`config.mk`:
```
export PLATFORM = sky130hd
export DESIGN_NAME = master_port
export DESIGN_NICKNAME = d
export VERILOG_FILES = /design/src/rtl/bus_pkg.sv /design/src/rtl/bus_shift_reg.sv /design/src/rtl/master_port.sv
export SDC_FILE = /design/constraint.sdc
export NUM_CORES = 1
export LEC_CHECK = 0
export CAP_MARGIN = 20
export CORE_MARGIN = 2
export CORE_UTILIZATION = 53
export DETAILED_ROUTE_END_ITERATION = 6
export PLACE_DENSITY = 0.84
export SLEW_MARGIN = 10
export SYNTH_ARGS = -nofsm -noshare
export SYNTH_HDL_FRONTEND = slang
export SYNTH_SLANG_ARGS = --single-unit
```
`constraint.sdc`:
```
create_clock -name clk -period 4.47 [get_ports clk]
set_input_delay 0.447 -clock clk [delete_from_list [all_inputs] [get_ports clk]]
set_output_delay 0.447 -clock clk [all_outputs]
set_load 0.01 [all_outputs]
```
`src/rtl/bus_pkg.sv`:
```
// Shared bus package: FSM state encoding, bus mode constants and default
// frame widths. The serial slave port imports the same definitions so both
// ends agree on frame length and mode polarity.
package bus_pkg;

  typedef enum logic [1:0] {
    ST_IDLE = 2'd0,
    ST_SEND = 2'd1,
    ST_RECV = 2'd2,
    ST_DONE = 2'd3
  } master_state_t;

  localparam logic MODE_READ  = 1'b0;
  localparam logic MODE_WRITE = 1'b1;

  localparam int DEFAULT_ADDR_WIDTH     = 16;
  localparam int DEFAULT_DATA_WIDTH     = 8;
  localparam int DEFAULT_TIMEOUT_CYCLES = 64;

  // Every frame on wr_bus is address followed by a full data field,
  // including reads (whose data field is all zeros).
  function automatic int frame_bits(input int addr_w, input int data_w);
    return addr_w + data_w;
  endfunction

endpackage

```
`src/rtl/bus_shift_reg.sv`:
```
// Parameterised MSB-first shift register with parallel load, shift enable,
// serial input at the LSB, serial output from the MSB and parallel output.
// Load wins over shift; with neither asserted the contents hold.
module bus_shift_reg #(
  parameter int WIDTH = 8
) (
  input  logic             clk,
  input  logic             rst,
  input  logic             load,
  input  logic [WIDTH-1:0] load_val,
  input  logic             shift_en,
  input  logic             ser_in,
  output logic             ser_out,
  output logic [WIDTH-1:0] par_out
);

  logic [WIDTH-1:0] sr_q;

  // Register: clear on reset, parallel load, or shift left by one bit.
  always_ff @(posedge clk) begin
    if (rst) begin
      sr_q <= '0;
    end else if (load) begin
      sr_q <= load_val;
    end else if (shift_en) begin
      sr_q <= {sr_q[WIDTH-2:0], ser_in};
    end
  end

  assign ser_out = sr_q[WIDTH-1];
  assign par_out = sr_q;

endmodule

```
`src/rtl/master_port.sv`:
```
// master_port: bus-side initiator for the serial slave ports.
// Accepts one parallel request, serialises {addr, data} MSB-first on wr_bus
// under master_valid/slave_ready, and for reads deserialises DATA_WIDTH bits
// from rd_bus under slave_valid/master_ready before pulsing rsp_valid.
//
// Handshake rule for both serial channels: a bit transfers on a rising edge
// where the sender's valid and the receiver's ready are both high; neither
// side may make its valid/ready depend combinationally on the other.
//
// Optional feature: define MASTER_PORT_TIMEOUT_EN to abort a transaction
// after TIMEOUT_CYCLES consecutive cycles without a handshake (rsp_err=1).
// dbg_state exposes the FSM state for observation.
module master_port
  import bus_pkg::*;
#(
  parameter int ADDR_WIDTH     = DEFAULT_ADDR_WIDTH,
  parameter int DATA_WIDTH     = DEFAULT_DATA_WIDTH,
  parameter int TIMEOUT_CYCLES = DEFAULT_TIMEOUT_CYCLES
) (
  input  logic                  clk,
  input  logic                  rst,
  input  logic                  req_valid,
  output logic                  req_ready,
  input  logic                  req_mode,
  input  logic [ADDR_WIDTH-1:0] req_addr,
  input  logic [DATA_WIDTH-1:0] req_wdata,
  output logic                  rsp_valid,
  output logic [DATA_WIDTH-1:0] rsp_rdata,
  output logic                  rsp_err,
  output logic                  mode,
  output logic                  wr_bus,
  output logic                  master_valid,
  input  logic                  slave_ready,
  input  logic                  rd_bus,
  input  logic                  slave_valid,
  output logic                  master_ready,
  output logic [1:0]            dbg_state
);

  localparam int FRAME_W = frame_bits(ADDR_WIDTH, DATA_WIDTH);
  localparam int CW      = $clog2(FRAME_W + 1);
  localparam logic [CW-1:0] LAST_TX = CW'(FRAME_W - 1);
  localparam logic [CW-1:0] LAST_RX = CW'(DATA_WIDTH - 1);

  master_state_t         state_q;
  master_state_t         state_d;
  logic [CW-1:0]         cnt_q;
  logic                  mode_q;
  logic [DATA_WIDTH-1:0] rdata_q;

  logic                  accept;
  logic                  tx_hs;
  logic                  rx_hs;
  logic                  tx_last;
  logic                  rx_last;
  logic                  timeout_hit;
  logic                  done_entry;

  logic [FRAME_W-1:0]    tx_load_val;
  logic                  tx_msb;
  logic [FRAME_W-1:0]    tx_par_unused;
  logic [DATA_WIDTH-1:0] rx_word;
  logic                  rx_ser_unused;
  logic                  rx_top_unused;

  assign accept  = (state_q == ST_IDLE) && req_valid;
  assign tx_hs   = (state_q == ST_SEND) && slave_ready;
  assign rx_hs   = (state_q == ST_RECV) && slave_valid;
  assign tx_last = tx_hs && (cnt_q == LAST_TX);
  assign rx_last = rx_hs && (cnt_q == LAST_RX);

  // Any edge that moves the FSM into DONE: last write bit, last read bit,
  // or a stall timeout.
  assign done_entry = (tx_last && (mode_q == MODE_WRITE)) || rx_last || timeout_hit;

  // Reads still carry a zero data field so every frame has the same length.
  assign tx_load_val = {req_addr, (req_mode == MODE_WRITE) ? req_wdata : {DATA_WIDTH{1'b0}}};

  bus_shift_reg #(.WIDTH(FRAME_W)) u_tx_shift (
    .clk      (clk),
    .rst      (rst),
    .load     (accept),
    .load_val (tx_load_val),
    .shift_en (tx_hs),
    .ser_in   (1'b0),
    .ser_out  (tx_msb),
    .par_out  (tx_par_unused)
  );

  bus_shift_reg #(.WIDTH(DATA_WIDTH)) u_rx_shift (
    .clk      (clk),
    .rst      (rst),
    .load     (accept),
    .load_val ({DATA_WIDTH{1'b0}}),
    .shift_en (rx_hs),
    .ser_in   (rd_bus),
    .ser_out  (rx_ser_unused),
    .par_out  (rx_word)
  );

  // The final captured bit is folded in directly from rd_bus, so the MSB of
  // the receive register before that last shift is never needed.
  assign rx_top_unused = rx_word[DATA_WIDTH-1];

`ifdef MASTER_PORT_TIMEOUT_EN
  localparam int SW = $clog2(TIMEOUT_CYCLES + 1);

  logic [SW-1:0] stall_q;
  logic          busy;
  logic          stalled;
  logic          err_q;

  assign busy        = (state_q == ST_SEND) || (state_q == ST_RECV);
  assign stalled     = busy && !(tx_hs || rx_hs);
  assign timeout_hit = stalled && (stall_q == SW'(TIMEOUT_CYCLES - 1));

  // Count consecutive busy cycles without a handshake; any handshake or
  // leaving SEND/RECV restarts the count.
  always_ff @(posedge clk) begin
    if (rst) begin
      stall_q <= '0;
    end else if (stalled) begin
      stall_q <= stall_q + 1'b1;
    end else begin
      stall_q <= '0;
    end
  end

  // Error flag is captured when entering DONE and held until the next one.
  always_ff @(posedge clk) begin
    if (rst) begin
      err_q <= 1'b0;
    end else if (done_entry) begin
      err_q <= timeout_hit;
    end
  end

  assign rsp_err = err_q;
`else
  logic [31:0] timeout_cycles_unused;

  assign timeout_cycles_unused = TIMEOUT_CYCLES;
  assign timeout_hit           = 1'b0;
  assign rsp_err               = 1'b0;
`endif

  // State register.
  always_ff @(posedge clk) begin
    if (rst) begin
      state_q <= ST_IDLE;
    end else begin
      state_q <= state_d;
    end
  end

  // Next-state decode.
  always_comb begin
    state_d = state_q;
    case (state_q)
      ST_IDLE: begin
        if (req_valid) state_d = ST_SEND;
      end
      ST_SEND: begin
        if (timeout_hit) begin
          state_d = ST_DONE;
        end else if (tx_last) begin
          state_d = (mode_q == MODE_WRITE) ? ST_DONE : ST_RECV;
        end
      end
      ST_RECV: begin
        if (timeout_hit || rx_last) state_d = ST_DONE;
      end
      ST_DONE: begin
        state_d = ST_IDLE;
      end
      default: begin
        state_d = ST_IDLE;
      end
    endcase
  end

  // Output decode from the registered state only.
  always_comb begin
    req_ready    = 1'b0;
    master_valid = 1'b0;
    master_ready = 1'b0;
    rsp_valid    = 1'b0;
    wr_bus       = 1'b0;
    case (state_q)
      ST_IDLE: req_ready = 1'b1;
      ST_SEND: begin
        master_valid = 1'b1;
        wr_bus       = tx_msb;
      end
      ST_RECV: master_ready = 1'b1;
      ST_DONE: rsp_valid = 1'b1;
      default: begin
        req_ready = 1'b0;
      end
    endcase
  end

  // Bit counter: cleared on acceptance and between SEND and RECV, advanced
  // on each handshake. It stops at FRAME_W at most, so it never wraps.
  always_ff @(posedge clk) begin
    if (rst) begin
      cnt_q <= '0;
    end else if (accept) begin
      cnt_q <= '0;
    end else if (tx_hs) begin
      if (tx_last && (mode_q == MODE_READ)) begin
        cnt_q <= '0;
      end else begin
        cnt_q <= cnt_q + 1'b1;
      end
    end else if (rx_hs) begin
      cnt_q <= cnt_q + 1'b1;
    end
  end

  // Bus mode only changes when a request is accepted.
  always_ff @(posedge clk) begin
    if (rst) begin
      mode_q <= MODE_READ;
    end else if (accept) begin
      mode_q <= req_mode;
    end
  end

  // Response data is set on entry to DONE: the completed read word, or zero
  // for writes and timeouts. It holds until the next completion.
  always_ff @(posedge clk) begin
    if (rst) begin
      rdata_q <= '0;
    end else if (done_entry) begin
      rdata_q <= rx_last ? {rx_word[DATA_WIDTH-2:0], rd_bus} : {DATA_WIDTH{1'b0}};
    end
  end

  assign mode      = mode_q;
  assign rsp_rdata = rdata_q;
  assign dbg_state = state_q;

endmodule

```
==> run_results.csv <==
group,metric,value,unit
outcome,status,"finished clean",
pwr,p_per_area,497,nW/um2
route,drtIter0Drc,104,
pwr,power,1.32,mW
worst_setup_path,worstPathRequired,4.02,ns
route,ant_nets,0,
cts,cts_max_level,2,
route,viasPerCell,5.63,
worst_setup_path,cp-start-kind,"flop",
pwr,p_int,0.860,mW
synth,synthCells,245,
synth,synth.top_cell.area_share,0.455,
placed_design,port_buffers,46,
synth,synthTopCellsByArea,"dfxtp_1, a311oi_1, nand2_1, nand3_1, a21oi_1",
cells_and_area,synthToLayoutAreaGrowth,28.5,%
cts,clk_path_buf_depth,2,
global_routing,grt_usage,0.222,
cts,path_clk_slew,0.09,ns
timing,slew-limit-headroom,0.386,
cts,cts.sinks,47,
pwr,p_comb_frac,0.345,
synth,synth_top_area_cell,"dfxtp_1",
pwr,netSwitchingPower,0.461,mW
synth,synthTopCellsByCount,"dfxtp_1, nand2_1, nand3_1, a311oi_1, nor2_1",
placed_design,routabilityCongestion,0.795,
timing,finalCritPeriodShare,0.569,
synth,yosysMostFrequentCell,"dfxtp_1",
worst_setup_path,end_kind,"output pin",
global_routing,grt_max_degree,32,
global_routing,grt_antenna_before_repair,0,
route,via_count,1863,
floorplanning,die_x,66.5,um
timing,rsz0062_at_grt,"false",
pwr,switching_share,0.349,
global_routing,grt_pass1_wl,7440,um
synth,synth-main-ff-cell,"dfxtp_1",
cells_and_area,nets,319,
synth,synth.distinct_cells,30,
cts,cts_tree,"yes",
cts,post_cts_buffers,0,
pwr,clkPwrFrac,0.243,
floorplanning,fp.dieArea,4420,um2
cts,post_cts_resized,0,
timing,drv_slew,0,
cts,insertion_delay,0.31,ns
cells_and_area,drive_gt1_frac,0.0565,
route,drc,0,
global_routing,grt_pass1_vias,1697,
flow_run,cap_violations,0,
floorplanning,initial_utilization,0.557,
placed_design,dp_cells,322,
placed_design,hpwl,2930,um
cts,cts-root-buf,"clkbuf_8",
timing,hold_violations,0,
floorplanning,coreArea,3720,um2
synth,synth_edf_count,0,
timing,finalSetupViolCount,0,
route,drt-pass1-iter-count,4,
pwr,sequentialPowerShare,0.412,
pwr,power_leakage,0.944,nW
cells_and_area,antenna_cells,0,
synth,ys_ff_latch,47,
timing,fin_tns_setup,0,ns
cells_and_area,stdcell_count,331,
floorplanning,num_rows,22,
timing,hold_slack,0.465,ns
pwr,irDropWorstVdd,0.000337,V
timing,worst_pin_slew,0.918,ns
synth,synth_fp_nets,282,
worst_setup_path,critical_path.max_fanout,25,
cts,postCtsHoldBufs,0,
worst_setup_path,arrival,2.10,ns
cts,cts_buffers,5,
floorplanning,die_h,66.5,um
worst_setup_path,crit_type,"flop to output pin",
synth,seq_area_frac_synth,0.455,
synth,synth_area,2070,um2
global_routing,grt_overflow,0,
timing,clock_skew,0.00450,ns
timing,min_period,2.54,ns
synth,yosysWarnings,0,
floorplanning,ios,48,
timing,max_freq,393,MHz
route,drt-wirelength-per-cell,13.5,um
synth,postSynthAreaPerCell,8.44,um2
hold_path,hp-class,"flop to flop",
route,drt_wl_total,4470,um
synth,synth-async-reset-ratio,0,
-- per-layer routing --
metal	wire (um)	vias up	part of all wire	GRT usage
met1	2020	862	0.45	0.253
met4	69	0	0.015	0.0842
met3	214	7	0.048	0.0591
met5	0	-	0	0
li1	-	944	-	-
met2	2160	50	0.48	0.393
-- worst max-delay path, cell delays in order, from the launching register on --
cell             delay (ns)
dfxtp_1                0.37
inv_1                  0.14
ha_1                   0.26
buf_4                  0.30
and2_1                 0.18
clkdlybuf4s50_1        0.53
-- state kept, by name, summed over array words and instances (netlist names) --
signal	flops
cnt_q	5
u_rx_shift.par_out	7
dbg_state	2
u_tx_shift.par_out	24
rsp_rdata	8
mode	1
-- stage by stage --
step                      worst slack (ns)  area, um2  utilization
after global placement                1.96       2530        0.680
after floorplan                       2.67       2070            -
after global routing                  1.82       2660        0.715
final                                 1.93       2660        0.715
after detailed placement              1.95       2530        0.680
after CTS                             1.92       2640        0.711
-- area by class of cell --
| type | count | area [um2] |
|---|---|---|
| timing repair buffer | 50 | 498 |
| fill | 306 | 1060 |
| clock buffer | 5 | 68.8 |
| sequential | 47 | 941 |
| clock inverter | 3 | 47.5 |
| inverter | 4 | 15.0 |
| multi-input combinational | 174 | 1030 |
| tap | 48 | 60.1 |
-- cell usage in the layout (no fill, tap or decap), drive strengths merged --
cell type and n:
a311oi 23, o22ai 2, a21o 1, inv 5
clkdlybuf4s50 46, clkinv 1, clkbuf 5, conb 1
a22o 9, xor2 3, nand4bb 1, nand4 4
bufinv 1, nor2 22, nand2 44, nand2b 3
ha 6, a211o 1, buf 4, nor3 1
a221oi 1, and3b 1, a31o 1, dfxtp 47
mux2i 1, a211oi 1, a21oi 19, nand3 26
and2 2, xnor2 1
-- cells by family after synthesis --
group / count (synthesis) / share of synthesized area
AND/OR/NAND/NOR: 104 / 0.224
AO/OA/AOI/OAI: 58 / 0.212
flip-flops: 47 / 0.455
buffers and inverters: 24 / 0.0484
adder cells (fa/ha/maj): 6 / 0.0363
XOR/XNOR: 4 / 0.0169
other: 1 / 0.00181
multiplexers: 1 / 0.00484
-- final timing paths --
kind	to	cells after the start	startpoint	slack, ns
max	wr_bus	5	dbg_state[1]	1.93
min	u_rx_shift.par_out[6]	2	u_rx_shift.par_out[6]	0.47
max reg2reg	u_tx_shift.par_out[5]	6	dbg_state[1]	2.30
min reg2reg	u_rx_shift.par_out[6]	2	u_rx_shift.par_out[6]	0.47
-- power by group through the flow --
stage / sequential (mW) / combinational [mW] / clock, mW
floorplan: 0.545 / 0.315 / 0
global placement: 0.551 / 0.444 / 0
detailed placement: 0.551 / 0.451 / 0
CTS: 0.544 / 0.455 / 0.330
global route: 0.553 / 0.513 / 0.348
finish: 0.544 / 0.456 / 0.321
Power figures use the tool's default switching activity.
